`config.mk`:
```
export PLATFORM = sky130hd
export DESIGN_NAME = fifo_wr_ingress_flat
export DESIGN_NICKNAME = d
export VERILOG_FILES = /design/src/rtl/fifo_wr_ingress_if.sv /design/src/rtl/fifo_wr_ingress.sv /design/src/flat_wrapper.sv
export SDC_FILE = /design/constraint.sdc
export NUM_CORES = 1
export LEC_CHECK = 0
export ABC_AREA = 0
export BUFFER_PORTS_ARGS = -buffer_cell sky130_fd_sc_hd__buf_2
export CORE_MARGIN = 3
export CORE_UTILIZATION = 30
export CTS_BUF_LIST = sky130_fd_sc_hd__clkbuf_16
export CTS_CLUSTER_SIZE = 30
export DETAILED_ROUTE_END_ITERATION = 8
export SKIP_CTS_REPAIR_TIMING = 1
export SLEW_MARGIN = 20
export SYNTH_ARGS = -nofsm -noshare
export SYNTH_HDL_FRONTEND = slang
export SYNTH_SLANG_ARGS = --single-unit
```
`constraint.sdc`:
```
create_clock -name w_clk -period 2.97 [get_ports w_clk]
set_input_delay 0.4455 -clock w_clk [delete_from_list [all_inputs] [get_ports w_clk]]
set_output_delay 0.4455 -clock w_clk [all_outputs]
set_load 0.01 [all_outputs]
```
`src/rtl/fifo_wr_ingress_if.sv`:
```
// Producer / FIFO-write-port bundle for the write-domain ingress stage.
`timescale 1ns/1ps
interface fifo_wr_ingress_if #(
    parameter int D_WIDTH = 8
);
    logic [D_WIDTH-1:0] in_data;
    logic               in_valid;
    logic               in_ready;
    logic               w_full;
    logic               w_inc;
    logic [D_WIDTH-1:0] w_data;

    modport slave (
        input  in_data, in_valid, w_full,
        output in_ready, w_inc, w_data
    );

    modport master (
        output in_data, in_valid, w_full,
        input  in_ready, w_inc, w_data
    );
endinterface

```
`src/rtl/fifo_wr_ingress.sv`:
```
// Write-domain ingress: 2-entry skid buffer in front of the async FIFO write port,
// with a wrapping write-word counter and a sticky back-pressure stall flag.
`timescale 1ns/1ps
module fifo_wr_ingress #(
    parameter int D_WIDTH     = 8,
    parameter int CNT_WIDTH   = 16,
    parameter int STALL_LIMIT = 8
) (
    input  logic                 w_clk,
    input  logic                 w_rst_n,
    fifo_wr_ingress_if.slave     bus,
    output logic [CNT_WIDTH-1:0] wr_count,
    output logic                 stall_flag,
    input  logic                 stall_clr
);
    localparam int SC_W = $clog2(STALL_LIMIT + 1);

    typedef enum logic [1:0] {EMPTY, ONE, TWO} state_t;

    state_t               r_state;
    logic [D_WIDTH-1:0]   r_head;
    logic [D_WIDTH-1:0]   r_skid;
    logic [CNT_WIDTH-1:0] r_wr_count;
    logic [SC_W-1:0]      r_stall_cnt;
    logic                 r_stall_flag;

    logic w_accept;
    logic w_drain;
    logic w_blocked;
    logic w_stall_set;

    // in_ready depends on state only, so the producer never sees a path from w_full.
    assign bus.in_ready = (r_state != TWO);
    assign bus.w_inc    = (r_state != EMPTY) & ~bus.w_full;
    assign bus.w_data   = r_head;

    assign w_accept    = bus.in_valid & bus.in_ready;
    assign w_drain     = bus.w_inc;
    assign w_blocked   = (r_state != EMPTY) & bus.w_full;
    assign w_stall_set = w_blocked & (r_stall_cnt == SC_W'(STALL_LIMIT - 1));

    assign wr_count   = r_wr_count;
    assign stall_flag = r_stall_flag;

    always_ff @(posedge w_clk or negedge w_rst_n) begin
        if (!w_rst_n) begin
            r_state <= EMPTY;
            r_head  <= '0;
            r_skid  <= '0;
        end else begin
            case (r_state)
                EMPTY: begin
                    if (w_accept) begin
                        r_state <= ONE;
                        r_head  <= bus.in_data;
                    end
                end
                ONE: begin
                    if (w_accept && !w_drain) begin
                        r_state <= TWO;
                        r_skid  <= bus.in_data;
                    end else if (!w_accept && w_drain) begin
                        r_state <= EMPTY;
                    end else if (w_accept && w_drain) begin
                        r_head  <= bus.in_data;
                    end
                end
                TWO: begin
                    if (w_drain) begin
                        r_state <= ONE;
                        r_head  <= r_skid;
                    end
                end
                default: r_state <= EMPTY;
            endcase
        end
    end

    always_ff @(posedge w_clk or negedge w_rst_n) begin
        if (!w_rst_n) begin
            r_wr_count <= '0;
        end else if (w_drain) begin
            r_wr_count <= r_wr_count + CNT_WIDTH'(1);
        end
    end

    // Counter saturates at the limit; the flag fires only on the edge it gets there.
    always_ff @(posedge w_clk or negedge w_rst_n) begin
        if (!w_rst_n) begin
            r_stall_cnt  <= '0;
            r_stall_flag <= 1'b0;
        end else begin
            if (!w_blocked) begin
                r_stall_cnt <= '0;
            end else if (r_stall_cnt != SC_W'(STALL_LIMIT)) begin
                r_stall_cnt <= r_stall_cnt + SC_W'(1);
            end

            if (w_stall_set) begin
                r_stall_flag <= 1'b1;
            end else if (stall_clr) begin
                r_stall_flag <= 1'b0;
            end
        end
    end
endmodule
```
`src/flat_wrapper.sv`:
```
// flat-port wrapper written by rule: the top's interface ports become plain ports
module fifo_wr_ingress_flat 
#(
    parameter int D_WIDTH     = 8,
    parameter int CNT_WIDTH   = 16,
    parameter int STALL_LIMIT = 8
)
  (w_clk, w_rst_n, wr_count, stall_flag, stall_clr, bus_in_data, bus_in_valid, bus_w_full, bus_in_ready, bus_w_inc, bus_w_data);
  fifo_wr_ingress_if #(.D_WIDTH(D_WIDTH)) bus_i ();
  input  logic w_clk;
  input  logic w_rst_n;
  output logic [CNT_WIDTH-1:0] wr_count;
  output logic stall_flag;
  input  logic stall_clr;
  input wire logic [$bits(bus_i.in_data)-1:0] bus_in_data;
  input wire logic [$bits(bus_i.in_valid)-1:0] bus_in_valid;
  input wire logic [$bits(bus_i.w_full)-1:0] bus_w_full;
  output wire logic [$bits(bus_i.in_ready)-1:0] bus_in_ready;
  output wire logic [$bits(bus_i.w_inc)-1:0] bus_w_inc;
  output wire logic [$bits(bus_i.w_data)-1:0] bus_w_data;
  assign bus_i.in_data = bus_in_data;
  assign bus_i.in_valid = bus_in_valid;
  assign bus_i.w_full = bus_w_full;
  assign bus_in_ready = bus_i.in_ready;
  assign bus_w_inc = bus_i.w_inc;
  assign bus_w_data = bus_i.w_data;
  fifo_wr_ingress #(.D_WIDTH(D_WIDTH), .CNT_WIDTH(CNT_WIDTH), .STALL_LIMIT(STALL_LIMIT)) u_core (.w_clk(w_clk), .w_rst_n(w_rst_n), .bus(bus_i), .wr_count(wr_count), .stall_flag(stall_flag), .stall_clr(stall_clr));
endmodule
```
After elaboration in Yosys (flattened, before gate mapping)
Cells that the tools add are included.
Word-level totals
  flip-flop bits (word level): 39
  bits of input ports: 13
  output and inout port bits: 27
Cells by class
  add/sub/neg operators: 2
  eq/ne operators: 12
  mux-type cells: 15
  bitwise logic cells: 5
  reductions and logical operators: 12
Operator list (number)
  $mux W8: 5
  $pmux W8 S3: 1
  $add A16 B1 Y16 const B: 1
  $mux W2: 4
  $mux W4: 2
  $ne A2 B2 Y1 const B: 4
  $ne A2 B1 Y1 const B: 3
  $pmux W2 S3: 1
  $reduce_and A6 Y1: 1
  $add A4 B1 Y4 const B: 1
  $and A1 B1 Y1: 4
  $eq A4 B3 Y1 const B: 1
  $ne A4 B4 Y1 const B: 1
  $reduce_bool A2 Y1: 2
  $logic_and A1 B1 Y1: 3
  $ne A3 B1 Y1 const B: 1
  $reduce_and A3 Y1: 1
  $reduce_bool A3 Y1: 1
  $eq A2 B1 Y1 const B: 1
  $eq A2 B2 Y1 const B: 1
  $logic_not A1 Y1: 2
  $logic_not A2 Y1: 1
  $mux W1: 2
  $reduce_and A2 Y1: 1
  $not A1 Y1: 1

Longest topological paths before layout
  depth after elaboration: 7
  mapped depth: 6
  depth with buffers taken out: 6

Least setup slack after synthesis
OpenSTA, ideal clock, no wires.
  path kind: input to register
  start: input bus_w_full
  end: register u_core.r_wr_count[11], in the netlist u_core.wr_count[11]
  setup time: 0.079 ns
  arrival: 1.478 ns
  slack: 1.413 ns
  cell stages on the path: 4
  cell sequence: o21bai_2 > or4_4 > nor2_1 > xor2_1
On the way
  cells in the longest elaborated chain, start to end: 2
Ends and longest elaborated chain
  from (decl): line flat_wrapper.sv:17  | input wire logic [$bits(bus_i.w_full)-1:0] bus_w_full;
  $not A1 Y1: line fifo_wr_ingress.sv:34  | assign bus.w_inc = (r_state != EMPTY) & ~bus.w_full;
  $and A1 B1 Y1: line fifo_wr_ingress.sv:34
  to (signal assigned): line fifo_wr_ingress.sv:83  | r_wr_count <= r_wr_count + CNT_WIDTH'(1);
  to (decl): line fifo_wr_ingress.sv:23  | logic [CNT_WIDTH-1:0] r_wr_count;
Every way passes these cells.
A chain may end at the register's enable or synchronous reset.

Worst setup path in the final report
  start: register u_core.r_state[1]
  end: output bus_w_inc
On the way
  cells in the longest elaborated chain, start to end: 2
Ends and longest elaborated chain
  from (decl): line fifo_wr_ingress.sv:20  | state_t r_state;
  from (signal assigned): line fifo_wr_ingress.sv:47  | r_state <= EMPTY;
  from (signal assigned): line fifo_wr_ingress.sv:54  | r_state <= ONE;
  from (signal assigned): line fifo_wr_ingress.sv:60  | r_state <= TWO;
  $reduce_bool A2 Y1: line fifo_wr_ingress.sv:34
  $and A1 B1 Y1: line fifo_wr_ingress.sv:34
  to (decl): line flat_wrapper.sv:19  | output wire logic [$bits(bus_i.w_inc)-1:0] bus_w_inc;
Every way passes these cells.

==> impl_metrics.yaml <==
sta:
  finalCritPeriodShare_pct: 59.47
  finalSetupViolCount: 0
  rsz0062_at_grt: "no"
  fmax_mhz: 566.1
  skew_ns: 0.004642
  slew_viol_final: 0
  whs_ns: 0.2833
  maxSlewHeadroom_pct: 43.05
  period_needed_ns: 1.766
  worstMarginPinSlew_ns: 0.8543
  hold_viol_final: 0
  final.setup.tns_ns: 0
clock_network:
  htreeDepth: 2
  cts_buffers: 5
  clkSinkCount: 39
  cts_tree: "done"
  clk_latency_ns: 0.27
  clkTransAtPathRegs_ns: 0.06
  cts_root_buf: "clkbuf_16"
  clock_path_buffers: 2
yosys:
  yosysSeqAreaShare_pct: 56.64
  synth_top_family_by_area: "simple AND/OR/NAND/NOR gates"
  synth_mux_area_share_pct: 11.18
  synth-main-ff-cell: "dfrtp_1"
  yosysWarningCount: 0
  synth_async_sr_flop_share_pct: 100.0
  yosys.area_share.adder_pct: 2.179
  synth_edf_count: 0
  yosys.area_share.xor_xnor_pct: 8.642
  yosysUniqueCellTypes: 25
  synthSimpleGateAreaFrac_pct: 13.51
  synth_area_sq_mm: 0.001723
  synth-compound-area-share_pct: 6.028
  syn-num-nets: 169
  synth_seq_cells: 39
  synthCells: 153
  synth.avg_cell_area_sq_um: 11.26
route:
  drt_iter0_drc: 56
  avgRoutedWirePerCell_um: 12.13
  antenna_left: 0
  drc_errors: 0
  viasPerCell: 4.415
  drt-pass1-iter-count: 4
  wirelength_um: 3276
  vias: 1192
floorplan:
  dieArea_sq_mm: 0.006688
  start_util_pct: 32.29
  die_y_um: 81.78
  ioPinCount: 40
  rows: 26
  dieWidth_um: 81.78
  core_sq_mm: 0.005335
worst_setup_path:
  rr_worst_depth: 3
  path_class: "flip-flop to output port"
  arrival_ns: 1.32
  r2r_end: "u_core.r_skid[1]$_DFFE_PN0N_"
  critPathCapture: "bus_w_inc"
  crit_path_start_kind: "flip-flop"
  crit_fanout: 7
  rrSetupSlack_ns: 1.36
  required_ns: 2.52
  cp-end-kind: "output port"
  r2r_start: "u_core.r_state[1]$_DFFE_PN0P_"
  crit_start: "u_core.r_state[1]$_DFFE_PN0P_"
layout:
  final_nets: 215
  postLayoutCellArea_sq_mm: 0.002150
  insertedDiodeCount: 0
  drive_above_1_share_pct: 30.50
  syn_to_final_growth_pct: 24.76
status:
  status: "finished, final reports clean"
global_route:
  grt_antenna_before_repair: 0
  grt_usage_pct: 11.64
  grt_pass1_wl_um: 5878
  grt_max_degree: 40
  grt.overflow.total: 0
  first_global_vias: 1244
placed_design:
  post-dp-hpwl_um: 2390
  place_area_sq_mm: 0.002012
  io_buffers: 39
  gp_congestion: 0.7465
power_and_ir_drop:
  p_leak_nw: 1.038
  p_per_area_mw_per_mm2: 820.2
  finalPower_mw: 1.763
  ir_worst_vdd_v: 0.0003928
min_path:
  hp-class: "primary input to async pin"
run:
  maxCapViolCount: 0
==> critical path, cell delays in order (launching register included) <==
cell and delay, ns:
dfrtp_1 0.44, o21bai_2 0.27, inv_1 0.17, buf_2 0.17
==> report_power, final <==
part / total (mW) / switching, mW / internal [mW]
Combinational: 0.455 / 0.231 / 0.225
Sequential: 0.821 / 0.126 / 0.695
Clock: 0.487 / 0.184 / 0.303
==> cells in the final DEF, fill, tap and decap left out <==
cell type	count
clkbuf_16	5
ha_1	3
nor3_2	1
or4_4	1
buf_4	2
mux2_2	10
nand3_1	6
inv_1	8
nor3_1	3
buf_2	39
nor2_1	11
a21oi_1	3
nand4_1	4
xor2_1	8
nand2_1	20
nor2b_1	2
xnor2_1	9
or2_2	1
o22ai_1	1
dfrtp_1	39
o21ai_0	11
clkinv_2	1
mux2i_1	8
and3_1	1
a22oi_1	1
o32ai_1	1
o21bai_2	1
==> cell type report <==
cell class,instances,area [sq um]
inverters,6,22.52
multi-input cells,106,715.7
clock buffers,5,125.1
flip-flops and latches,39,975.9
fillers,543,3186
repair buffers,41,210.2
clock inverters,3,12.51
well taps,70,87.58
==> state kept, by name (all words and copies together), names as in the netlist <==
register	count
u_core.wr_count	16
u_core.stall_flag	1
u_core.r_state	2
u_core.r_skid	8
u_core.bus.w_data	8
u_core.r_stall_cnt	4
==> synth_stat cells (2+ instances only) <==
| library cell | n | share of area, % |
|---|---|---|
| nand2_1 | 20 | 4.4 |
| nand3_1 | 6 | 1.7 |
| o21ai_0 | 11 | 3.2 |
| nand4_1 | 4 | 1.5 |
| inv_1 | 6 | 1.3 |
| nor3_1 | 3 | 0.87 |
| nor2_1 | 11 | 2.4 |
| nor2b_1 | 2 | 0.73 |
| ha_1 | 3 | 2.2 |
| a21oi_1 | 3 | 0.87 |
| xnor2_1 | 9 | 4.6 |
| xor2_1 | 8 | 4.1 |
| mux2_2 | 10 | 6.5 |
| dfrtp_1 | 39 | 57 |
| mux2i_1 | 8 | 4.6 |
==> per-stage QoR <==
| stage | std cells | worst slack (ns) | util [%] |
|---|---|---|---|
| after floorplan | 153 | 1.413 | - |
| after global placement | 262 | 1.226 | 37.71 |
| after detailed placement | 262 | 1.210 | 37.71 |
| after CTS | 270 | 1.202 | 40.29 |
| after global routing | 270 | 1.119 | 40.29 |
| final | 270 | 1.204 | 40.29 |
==> logic make-up after synthesis <==
logic type      after synthesis
xor+xnor                     17
flops                        39
simple gates                 50
mux                          18
buf+inv                       8
compound gates               18
fa+ha+maj                     3
==> how the worst min path moves through the flow <==
stage	startpoint	end	cells past startpoint
floorplan	w_rst_n	u_core.bus.w_data[0]$_DFFE_PN0P_	0
global placement	u_core.bus.w_data[3]$_DFFE_PN0P_	u_core.bus.w_data[3]$_DFFE_PN0P_	2
detailed placement	u_core.bus.w_data[3]$_DFFE_PN0P_	u_core.bus.w_data[3]$_DFFE_PN0P_	2
CTS	w_rst_n	u_core.bus.w_data[1]$_DFFE_PN0P_	1
global route	stall_clr	u_core.stall_flag$_DFFE_PN0P_	2
finish	w_rst_n	u_core.bus.w_data[1]$_DFFE_PN0P_	1
==> metal layers <==
metal | vias up | GRT usage [%] | part of all wire [%]
li1 | 612 | - | -
met1 | 555 | 14.85 | 49
met2 | 23 | 18.42 | 46
met3 | 2 | 3.289 | 3.8
met4 | 0 | 4.983 | 1.4
met5 | - | 0 | 0
(Power assumes the default switching activity.)
